**src/rtl/anton_neopixel_stream_ctrl_pkg.sv**
```systemverilog
// Shared types and defaults for the neopixel stream sequencer:
// FSM state encoding, 50 MHz timing defaults and a width helper.
package anton_neopixel_stream_ctrl_pkg;

  typedef enum logic [1:0] {
    ST_IDLE = 2'd0,
    ST_LOAD = 2'd1,
    ST_BIT  = 2'd2,
    ST_GAP  = 2'd3
  } fsm_e;

  localparam int unsigned BUFFER_END_DEFAULT = 255;
  localparam int unsigned T0H_DEFAULT        = 20;
  localparam int unsigned T1H_DEFAULT        = 40;
  localparam int unsigned TBIT_DEFAULT       = 62;
  localparam int unsigned TRESET_DEFAULT     = 2500;

  // Bits needed to hold 0..v-1, never less than 1.
  function automatic int unsigned clog2w(input int unsigned v);
    return (v <= 2) ? 1 : $clog2(v);
  endfunction

endpackage

```
**src/rtl/anton_neopixel_stream_ctrl_bit_encoder.sv**
```systemverilog
// Per-bit timing: bit-cycle counter, high-time compare and registered output.
// Output polarity is inverted when ANTON_NEOPIXEL_INVERT_OUT_EN is defined.
module anton_neopixel_bit_encoder
  import anton_neopixel_stream_ctrl_pkg::*;
#(
  parameter int unsigned T0H  = T0H_DEFAULT,
  parameter int unsigned T1H  = T1H_DEFAULT,
  parameter int unsigned TBIT = TBIT_DEFAULT
) (
  input  logic clk,
  input  logic rst,
  input  logic active,
  input  logic active_next,
  input  logic bit_next,
  output logic neo_data,
  output logic bit_done
);

  localparam int unsigned CW = clog2w(TBIT);
  localparam logic [CW-1:0] CNT_LAST = CW'(TBIT - 1);
  localparam logic [CW-1:0] T0H_C    = CW'(T0H);
  localparam logic [CW-1:0] T1H_C    = CW'(T1H);

`ifdef ANTON_NEOPIXEL_INVERT_OUT_EN
  localparam logic NEO_IDLE = 1'b1;
`else
  localparam logic NEO_IDLE = 1'b0;
`endif

  logic [CW-1:0] cnt_q, cnt_d;
  logic          neo_q, neo_d;

  assign bit_done = active && (cnt_q == CNT_LAST);

  always_comb begin
    cnt_d = '0;
    if (active && !bit_done) begin
      cnt_d = cnt_q + 1'b1;
    end
  end

  // Output is computed from next-cycle state so the register lines up with the FSM.
  always_comb begin
    neo_d = NEO_IDLE ^ (active_next && (cnt_d < (bit_next ? T1H_C : T0H_C)));
  end

  always_ff @(posedge clk) begin
    if (rst) begin
      cnt_q <= '0;
      neo_q <= NEO_IDLE;
    end else begin
      cnt_q <= cnt_d;
      neo_q <= neo_d;
    end
  end

  assign neo_data = neo_q;

endmodule

```
**src/rtl/anton_neopixel_stream_ctrl.sv**
```systemverilog
// Streams the pixel buffer out as a WS2812-style single-wire waveform and
// pulses streamSyncOf at frame end. Option macro: ANTON_NEOPIXEL_INVERT_OUT_EN.
module anton_neopixel_stream_ctrl
  import anton_neopixel_stream_ctrl_pkg::*;
#(
  parameter int unsigned BUFFER_END = BUFFER_END_DEFAULT,
  parameter int unsigned T0H        = T0H_DEFAULT,
  parameter int unsigned T1H        = T1H_DEFAULT,
  parameter int unsigned TBIT       = TBIT_DEFAULT,
  parameter int unsigned TRESET     = TRESET_DEFAULT
) (
  input  logic                              busClk,
  input  logic                              busReset,
  input  logic                              regCtrlRun,
  input  logic                              regCtrlLimit,
  input  logic                              regCtrl32bit,
  input  logic [12:0]                       regMax,
  output logic [clog2w(BUFFER_END+1)-1:0]   pixelAddr,
  input  logic [7:0]                        pixelData,
  output logic                              neoData,
  output logic                              streamSyncOf,
  output logic                              state
);

  localparam int unsigned AW = clog2w(BUFFER_END + 1);
  localparam int unsigned GW = clog2w(TRESET + 1);
  localparam logic [GW-1:0] GAP_LAST = GW'(TRESET - 1);

  if (!((T0H < T1H) && (T1H < TBIT) && (TRESET > 0))) begin : g_bad_params
    $error("anton_neopixel_stream_ctrl: need T0H < T1H < TBIT and TRESET > 0");
  end

  fsm_e          fsm_q, fsm_d;
  logic [AW-1:0] addr_q, addr_d;
  logic [AW-1:0] end_q, end_d;
  logic          m32_q, m32_d;
  logic [7:0]    shift_q, shift_d;
  logic [2:0]    bitidx_q, bitidx_d;
  logic [GW-1:0] gap_q, gap_d;
  logic          state_q, state_d;
  logic          sync_q, sync_d;

  logic [AW-1:0] end_sel;
  logic [AW:0]   next_idx;
  logic          bit_done;

  always_comb begin
    end_sel = AW'(BUFFER_END);
    if (regCtrlLimit && (32'(regMax) < BUFFER_END)) begin
      end_sel = AW'(regMax);
    end
  end

  // One extra bit so the step past BUFFER_END is visible to the end compare.
  always_comb begin
    next_idx = {1'b0, addr_q} + 1'b1;
    if (m32_q && (next_idx[1:0] == 2'b11)) begin
      next_idx = next_idx + 1'b1;
    end
  end

  always_comb begin
    fsm_d    = fsm_q;
    addr_d   = addr_q;
    end_d    = end_q;
    m32_d    = m32_q;
    shift_d  = shift_q;
    bitidx_d = bitidx_q;
    gap_d    = gap_q;
    state_d  = state_q;
    sync_d   = 1'b0;
    case (fsm_q)
      ST_IDLE: begin
        if (regCtrlRun && !sync_q) begin
          end_d   = end_sel;
          m32_d   = regCtrl32bit;
          addr_d  = '0;
          state_d = 1'b1;
          fsm_d   = ST_LOAD;
        end
      end
      ST_LOAD: begin
        shift_d  = pixelData;
        bitidx_d = 3'd7;
        fsm_d    = ST_BIT;
      end
      ST_BIT: begin
        if (bit_done) begin
          if (bitidx_q != 3'd0) begin
            shift_d  = {shift_q[6:0], 1'b0};
            bitidx_d = bitidx_q - 3'd1;
          end else if (next_idx > {1'b0, end_q}) begin
            gap_d = '0;
            fsm_d = ST_GAP;
          end else begin
            addr_d = next_idx[AW-1:0];
            fsm_d  = ST_LOAD;
          end
        end
      end
      ST_GAP: begin
        if (gap_q == GAP_LAST) begin
          gap_d   = '0;
          sync_d  = 1'b1;
          state_d = 1'b0;
          fsm_d   = ST_IDLE;
        end else begin
          gap_d = gap_q + 1'b1;
        end
      end
      default: fsm_d = ST_IDLE;
    endcase
  end

  always_ff @(posedge busClk) begin
    if (busReset) begin
      fsm_q    <= ST_IDLE;
      addr_q   <= '0;
      end_q    <= '0;
      m32_q    <= 1'b0;
      shift_q  <= '0;
      bitidx_q <= '0;
      gap_q    <= '0;
      state_q  <= 1'b0;
      sync_q   <= 1'b0;
    end else begin
      fsm_q    <= fsm_d;
      addr_q   <= addr_d;
      end_q    <= end_d;
      m32_q    <= m32_d;
      shift_q  <= shift_d;
      bitidx_q <= bitidx_d;
      gap_q    <= gap_d;
      state_q  <= state_d;
      sync_q   <= sync_d;
    end
  end

  anton_neopixel_bit_encoder #(
    .T0H  (T0H),
    .T1H  (T1H),
    .TBIT (TBIT)
  ) u_bit_encoder (
    .clk         (busClk),
    .rst         (busReset),
    .active      (fsm_q == ST_BIT),
    .active_next (fsm_d == ST_BIT),
    .bit_next    (shift_d[7]),
    .neo_data    (neoData),
    .bit_done    (bit_done)
  );

  assign pixelAddr    = addr_q;
  assign streamSyncOf = sync_q;
  assign state        = state_q;

endmodule
```
**config.mk**
```make
export PLATFORM = sky130hd
export DESIGN_NAME = anton_neopixel_stream_ctrl
export DESIGN_NICKNAME = d
export VERILOG_FILES = /design/src/rtl/anton_neopixel_stream_ctrl_pkg.sv /design/src/rtl/anton_neopixel_stream_ctrl_bit_encoder.sv /design/src/rtl/anton_neopixel_stream_ctrl.sv
export SDC_FILE = /design/constraint.sdc
export NUM_CORES = 1
export LEC_CHECK = 0
export CAP_MARGIN = 20
export CORE_ASPECT_RATIO = 1.1
export CORE_MARGIN = 2
export CORE_UTILIZATION = 40
export DETAILED_ROUTE_END_ITERATION = 7
export PLACE_DENSITY = 0.72
export SLEW_MARGIN = 20
export SYNTH_ARGS = -nofsm -noshare
export SYNTH_HDL_FRONTEND = slang
export SYNTH_SLANG_ARGS = --single-unit
export TNS_END_PERCENT = 10
```
**constraint.sdc**
```tcl
create_clock -name busClk -period 10.14 [get_ports busClk]
set_clock_uncertainty 0.1 [all_clocks]
set_input_delay 1.014 -clock busClk [delete_from_list [all_inputs] [get_ports busClk]]
set_output_delay 1.014 -clock busClk [all_outputs]
set_load 0.02 [all_outputs]
```
==> impl_results.md, run 1 <==
* Delay-heaviest family, CP: simple AND/OR/NAND/NOR gates
* Area grow syn2layout at 16.3%
* Fin. Hold Viols at 0
* Starting Density at 41.5%
* Worst Path Class, Setup: reg -> reg
* Clock Tree Root: clkbuf_8
* DRT antenna net count at 0
* Post-DP Area at 3530 um2
* Top cells by area, synth: dfxtp_1 33%, ha_1 9.2%, nor2_1 4.0%
* DRC viols at 0
* Vias per cell at 5.53
* Final net count at 456
* Vias post-DR at 2832
* Detailed router's first-iteration violation count at 174
* IO Port Bufs at 36
* CTS clk-pin slew, worst paths at 90 ps
* Post-synthesis mux area share at 0%
* CP cell instances: ha_1, and2_1, nand4_1, xnor2_1, nor4_1, xnor2_1, ha_1, nand2_1, or3_1, o211ai_1, nand2_1, nor3_1, nand2_1, o32ai_1
* Status: finished, final reports clean
* Ys flop type: dfxtp_1
* GRT Total Usage at 17.7%
* Rows at 33
* Cts repair resizes at 0
* DP HPWL at 5.17 mm
* Chip width at 88.2 um
* Post-CTS Setup Bufs at 0
* Worst-margin pin slew at 726 ps
* VDD IR max at 0.116 mV
* Core ar. at 7510 um2
* Slowest-stage cell, CP: nor3_1
* Sequential area share after synthesis at 32.8%
* Largest net degree at the start of global routing at 47
* Vias in the first global route at 2741
* Post-route setup TNS at 0 ps
* Largest family of logic cells by synthesized area: simple AND/OR/NAND/NOR gates
* Finished Core Util at 48.2%
* Fin area at 3620 um2
* Worst Reg-to-Reg Cells at 14
* CTS tree: yes
* Setup WS post-layout at 6090 ps
* Initial DRT Pass Iterations at 4
* Hold crit path type: reg -> reg
* Async SR Flop Fraction at 0%
* Worst path bufs/invs at 0
* Max Root-Sink Buffers at 2
* Synthesized Nets at 429
* Worst EP required at 10260 ps
* Die area at 8510 um2
* Post-synthesis xor/xnor area fraction at 5.90%
* Clock period minus worst slack at 4050 ps
* PwrDens at 153 nW/um2
* Area leader, netlist: dfxtp_1
* YS warnings at 0
* Max Cap Viol at 0
* Final setup fails at 0
* Initial antenna violation count at 0
* Tcrit/Tclk final at 40.0%
* Post-synth top area share at 32.8%
* Synthesized-area fraction occupied by ao, oa, aoi and oai cells at 21.7%
* Syn avg cell area at 8.20 um2
* IO Pins at 37
* Hold Buf Count CTS at 0
* DRT Wirelength at 6.96 mm
* Number of buffers created by CTS at 5
* Crit start category: flip-flop
* Mapped Cells at 380
* Hold Startpoint: gap_q[1]$_SDFFE_PP0P_
* Rel. slew slack at 51.6%
* Global-route wire length before repair at 12.1 mm
* Worst Hold End: gap_q[1]$_SDFFE_PP0P_
* Worst R2R Start: pixelAddr[0]$_SDFFE_PP0P_
* Hold path depth at 2
* Cell with the most instances after synthesis: dfxtp_1
* Most used cell, CP: nand2_1
* Critical Path Max Stage Delay at 590 ps
* Crit path launch: pixelAddr[0]$_SDFFE_PP0P_
* RSZ-0062 raised after global routing: no
* Wire per inst at 13.6 um
* Pre-CTS WS at 5850 ps
* EDFF count, synth at 0
* Clk sinks at 51
* Congestion Overflow GR at 0
* Fmax at 0.247 GHz
* Leak Pwr at 1.31 nW
* Max Slew Vio Count at 0
* CTS H-tree depth at 2
* Crit. End Element: flip-flop
* Yosys reg bits at 51
* Levels on crit path at 14
* Die H at 96.6 um
* CP Max Fanout at 10
* Post-Synth Simple-Gate Area at 25.1%
* Reg-to-reg slack, setup at 6090 ps
* Fraction of layout cells with a size suffix above 1 at 3.69%
* Synth Area in Adders at 9.23%
* Post-synth top cells: 51 x dfxtp_1, 33 x nor2_1, 32 x nand2_1
* Crit path DAT at 4170 ps
* Unique masters post-synth at 56
* ANT cells at 0
* Worst-Skew Late Latency at 300 ps
* Placer Congestion at 0.910
* RR Endpoint: pixelAddr[0]$_SDFFE_PP0P_
* Post-Syn Area at 3120 um2
-- metrics by stage --
stage | power, mW | hold slack (ps) | std cells
finish | 0.553 | 370 | 512
global route | 0.595 | 393 | 512
CTS | 0.555 | 374 | 512
detailed placement | 0.436 | 364 | 505
global placement | 0.429 | 353 | 505
floorplan | 0.382 | 337 | 380
-- state kept, by name, indices dropped and copies added, names as in the netlist --
| register | count |
|---|---|
| fsm_q | 2 |
| gap_q | 12 |
| bitidx_q | 3 |
| streamSyncOf | 1 |
| state | 1 |
| pixelAddr | 8 |
| m32_q | 1 |
| u_bit_encoder.neo_data | 1 |
| shift_q | 8 |
| u_bit_encoder.cnt_q | 6 |
| end_q | 8 |
-- worst register-to-register path, stage by stage, from the launching register on --
cell,delay [ps]
dfxtp_1,520
ha_1,360
and2_1,210
nand4_1,140
xnor2_1,190
nor4_1,240
xnor2_1,160
ha_1,310
nand2_1,60
or3_1,350
o211ai_1,110
nand2_1,180
nor3_1,590
nand2_1,190
o32ai_1,270
-- kinds of logic (layout without fill, tap and decap cells) --
family	Yosys count	after routing
and+or+nand+nor	151	151
DFF	51	51
adders and majority gates	23	23
xor gates and xnor gates	21	21
buffers and inverters	38	65
AOI/OAI and AO/OA	96	96
-- cells in the final DEF (no fill, tap or decap), types with 12 or more instances in the layout --
cell,netlist,layout
nor2_1,33,33
nand2_1,32,32
clkdlybuf4s50_1,0,36
dfxtp_1,51,51
nand3_1,16,16
a211oi_1,12,12
o21ai_0,17,17
ha_1,23,23
nor3_1,12,12
inv_1,21,21
a21oi_1,22,22
-- worst max path at each step --
stage,endpoint,slack (ps)
finish,pixelAddr[0]$_SDFFE_PP0P_,6090
global route,pixelAddr[0]$_SDFFE_PP0P_,5710
CTS,gap_q[0]$_SDFFE_PP0P_,5790
detailed placement,gap_q[0]$_SDFFE_PP0P_,5850
global placement,gap_q[0]$_SDFFE_PP0P_,6010
floorplan,gap_q[10]$_SDFFE_PP0P_,6620
-- cell type report --
cell class / instances / area, um2
clock buffers: 6 / 82.6
fillers: 761 / 3890
repair buffers: 37 / 368
flip-flops and latches: 51 / 1020
well taps: 105 / 131
multi-input cells: 291 / 1940
inverters: 21 / 78.8
clock inverters: 1 / 5.00
-- per-layer routing --
metal  track usage, %  routed length [um]  vias to the layer above
li1                 -                   -                     1439
met1             21.9                3250                     1327
met2             31.3                3370                       51
met3             2.80                 197                       15
met4             6.06                 136                        0
met5                0                   0                        -
-- report_power, final --
group	switching, mW	internal, mW	total [mW]
Sequential	0.0134	0.225	0.238
Clock	0.0640	0.0537	0.118
Combinational	0.124	0.0733	0.197
Total	0.201	0.352	0.553
No activity file was read; power rests on OpenSTA's default activity.
==> run 2, diff against run 1 <==
Clock period 10.14 ns to 3.9 ns, I/O delays scaled along.
==> impl_results.md, run 2 (synthesis gave the netlist of run 1 again) <==
* Initial DRT Pass Iterations at 5 (+1)
* Max Slew Vio Count at 0 (unchanged)
* Fmax at 0.283 GHz (+15%)
* Final net count at 460 (+0.88%)
* Crit. End Element: flip-flop
* Vias in the first global route at 2741 (unchanged)
* Crit start category: flip-flop
* Die H at 96.6 um (unchanged)
* Global-route wire length before repair at 12.2 mm (+0.22%)
* Chip width at 88.2 um (unchanged)
* Slowest-stage cell, CP: dfxtp_2
* Detailed router's first-iteration violation count at 156 (-10%)
* CTS clk-pin slew, worst paths at 90 ps (about the same)
* Rows at 33 (unchanged)
* VDD IR max at 0.298 mV (+160%)
* Congestion Overflow GR at 0 (unchanged)
* Initial antenna violation count at 0 (unchanged)
* Vias per cell at 5.49 (-0.69%)
* Worst Reg-to-Reg Cells at 16 (+2)
* Vias post-DR at 2840 (+0.28%)
* Worst Path Class, Setup: reg -> reg
* Worst-Skew Late Latency at 310 ps (about the same)
* CP Max Fanout at 21 (+11)
* PwrDens at 411 nW/um2 (+170%)
* Final setup fails at 0 (unchanged)
* Post-CTS Setup Bufs at 0 (unchanged)
* Setup WS post-layout at 368 ps (-5720 ps)
* Largest net degree at the start of global routing at 22 (-53%)
* Hold Slack at 375 ps (+4.71 ps)
* Worst R2R Start: pixelAddr[0]$_SDFFE_PP0P_
* Hold path depth at 2 (unchanged)
* Clock Tree Root: clkbuf_8
* Area grow syn2layout at 18.5%
* Status: finished, final reports clean
* Pwr Total at 1.52 mW (+170%)
* Reg-to-reg slack, setup at 370 ps (-5720 ps)
* Core ar. at 7510 um2 (unchanged)
* Number of buffers created by CTS at 5 (unchanged)
* DP HPWL at 5.40 mm (+4.3%)
* Reg with most FFs: gap_q
* CTS H-tree depth at 2 (unchanged)
* ANT cells at 0 (unchanged)
* Crit path DAT at 3660 ps (-510 ps)
* IO Pins at 37 (unchanged)
* Starting Density at 41.5% (unchanged)
* DRT antenna net count at 0 (unchanged)
* Hold Startpoint: gap_q[1]$_SDFFE_PP0P_
* Finished Core Util at 49.2% (+0.93 points)
* Die area at 8510 um2 (unchanged)
* Pre-CTS WS at 158 ps (-5690 ps)
* Critical Path Max Stage Delay at 390 ps (-200 ps)
* Rel. slew slack at 47.3% (-4.3 points)
* Clk sinks at 51 (unchanged)
* Commonest cells after routing, fill and taps aside: 49 x dfxtp_1, 36 x clkdlybuf4s50_1, 33 x nor2_1
* Fin. Hold Viols at 0 (unchanged)
* CTS tree: yes
* Commonest non-fill, non-tap cell in the layout: dfxtp_1
* Worst EP required at 4030 ps (-6230 ps)
* RR Endpoint: gap_q[0]$_SDFFE_PP0P_
* Hold crit path type: reg -> reg
* Worst Hold End: gap_q[1]$_SDFFE_PP0P_
* Worst-margin pin slew at 789 ps (+62.5 ps)
* Largest register FFs at 12 (unchanged)
* DRC viols at 0 (unchanged)
* RSZ-0062 raised after global routing: no
* Tcrit/Tclk final at 90.6% (+51 points)
* CP cell instances: inv_1, ha_1, nand2_1, nor2_1, nand2_1, nor4_1, xnor2_1, ha_1, nand2_1, or3_1, o211ai_1, nand2_1, o31ai_2, buf_6, xor2_1, a211oi_1
* IO Port Bufs at 36 (unchanged)
* Post-route setup TNS at 0 ps (unchanged)
* Wire per inst at 13.9 um (+2.5%)
* Max Cap Viol at 0 (unchanged)
* GRT Total Usage at 17.8% (+0.097 points)
* Leak Pwr at 1.34 nW (+2.5%)
* Hold Buf Count CTS at 0 (unchanged)
* DRT Wirelength at 7.20 mm (+3.5%)
* Placer Congestion at 0.882 (-3.0%)
* Clock period minus worst slack at 3530 ps (-520 ps)
* Most used cell, CP: nand2_1
* Fraction of layout cells with a size suffix above 1 at 5.58% (+1.9 points)
* Max Root-Sink Buffers at 2 (unchanged)
==> run 2: cell types whose count changed in the layout (fill, tap and decap cells not counted) <==
cell	before	now
buf_6	0	1
dfxtp_1	51	49
dfxtp_2	0	2
buf_4	1	4
bufinv_16	0	1
ha_4	0	1
o31ai_4	1	0
o31ai_2	0	1
ha_1	23	22
==> run 2: critical path, delay by kind of cell (launching register included) <==
family | cells | cell delay, ps
xor+xnor | 2 | 230
simple gates | 7 | 1400
fa+ha+maj | 2 | 450
flops | 1 | 390
buf+inv | 2 | 270
compound gates | 3 | 580
==> run 2: power by group <==
part           total (mW)  internal [mW]  switching [mW]
Clock               0.383          0.208           0.176
Combinational       0.515          0.192           0.323
Sequential          0.619          0.585          0.0348
==> run 2: worst max-delay path by stage <==
stage / from / endpoint / slack, ps / cells after the start
floorplan: pixelAddr[1]$_SDFFE_PP0P_ / gap_q[10]$_SDFFE_PP0P_ / 380 / 15
CTS: pixelAddr[0]$_SDFFE_PP0P_ / gap_q[0]$_SDFFE_PP0P_ / 140 / 15
global route: pixelAddr[0]$_SDFFE_PP0P_ / gap_q[0]$_SDFFE_PP0P_ / 40 / 16
detailed placement: pixelAddr[0]$_SDFFE_PP0P_ / gap_q[0]$_SDFFE_PP0P_ / 160 / 15
global placement: pixelAddr[0]$_SDFFE_PP0P_ / gap_q[0]$_SDFFE_PP0P_ / 310 / 15
finish: pixelAddr[0]$_SDFFE_PP0P_ / gap_q[0]$_SDFFE_PP0P_ / 370 / 16
==> run 2: area by class of cell <==
| cell class | count | area (um2) |
|---|---|---|
| timing repair buffer | 41 | 402 |
| multi-input combinational | 291 | 1940 |
| clock buffer | 6 | 82.6 |
| tap | 105 | 131 |
| clock inverter | 2 | 35.0 |
| fill | 734 | 3820 |
| inverter | 21 | 78.8 |
| sequential | 51 | 1020 |
==> run 2: routing by layer <==
metal	up-vias	share of wire, %	GRT usage (%)	routed length, um
met5	-	0	0	0
met1	1322	45	21.9	3260
li1	1449	-	-	-
met2	62	49	31.4	3560
met3	7	3.9	3.14	284
met4	0	1.3	6.06	96
==> run 2: timing repair <==
item | CTS | global route
endpoints found under the hold margin | 0 | 0
resized for setup | 0 | 5
setup endpoints to repair | 0 | 18
==> run 2: per-stage QoR <==
step	cells	cell area [um2]
after global routing	517	3690
final	517	3690
after global placement	509	3560
after floorplan	380	3120
after detailed placement	509	3560
after CTS	517	3670
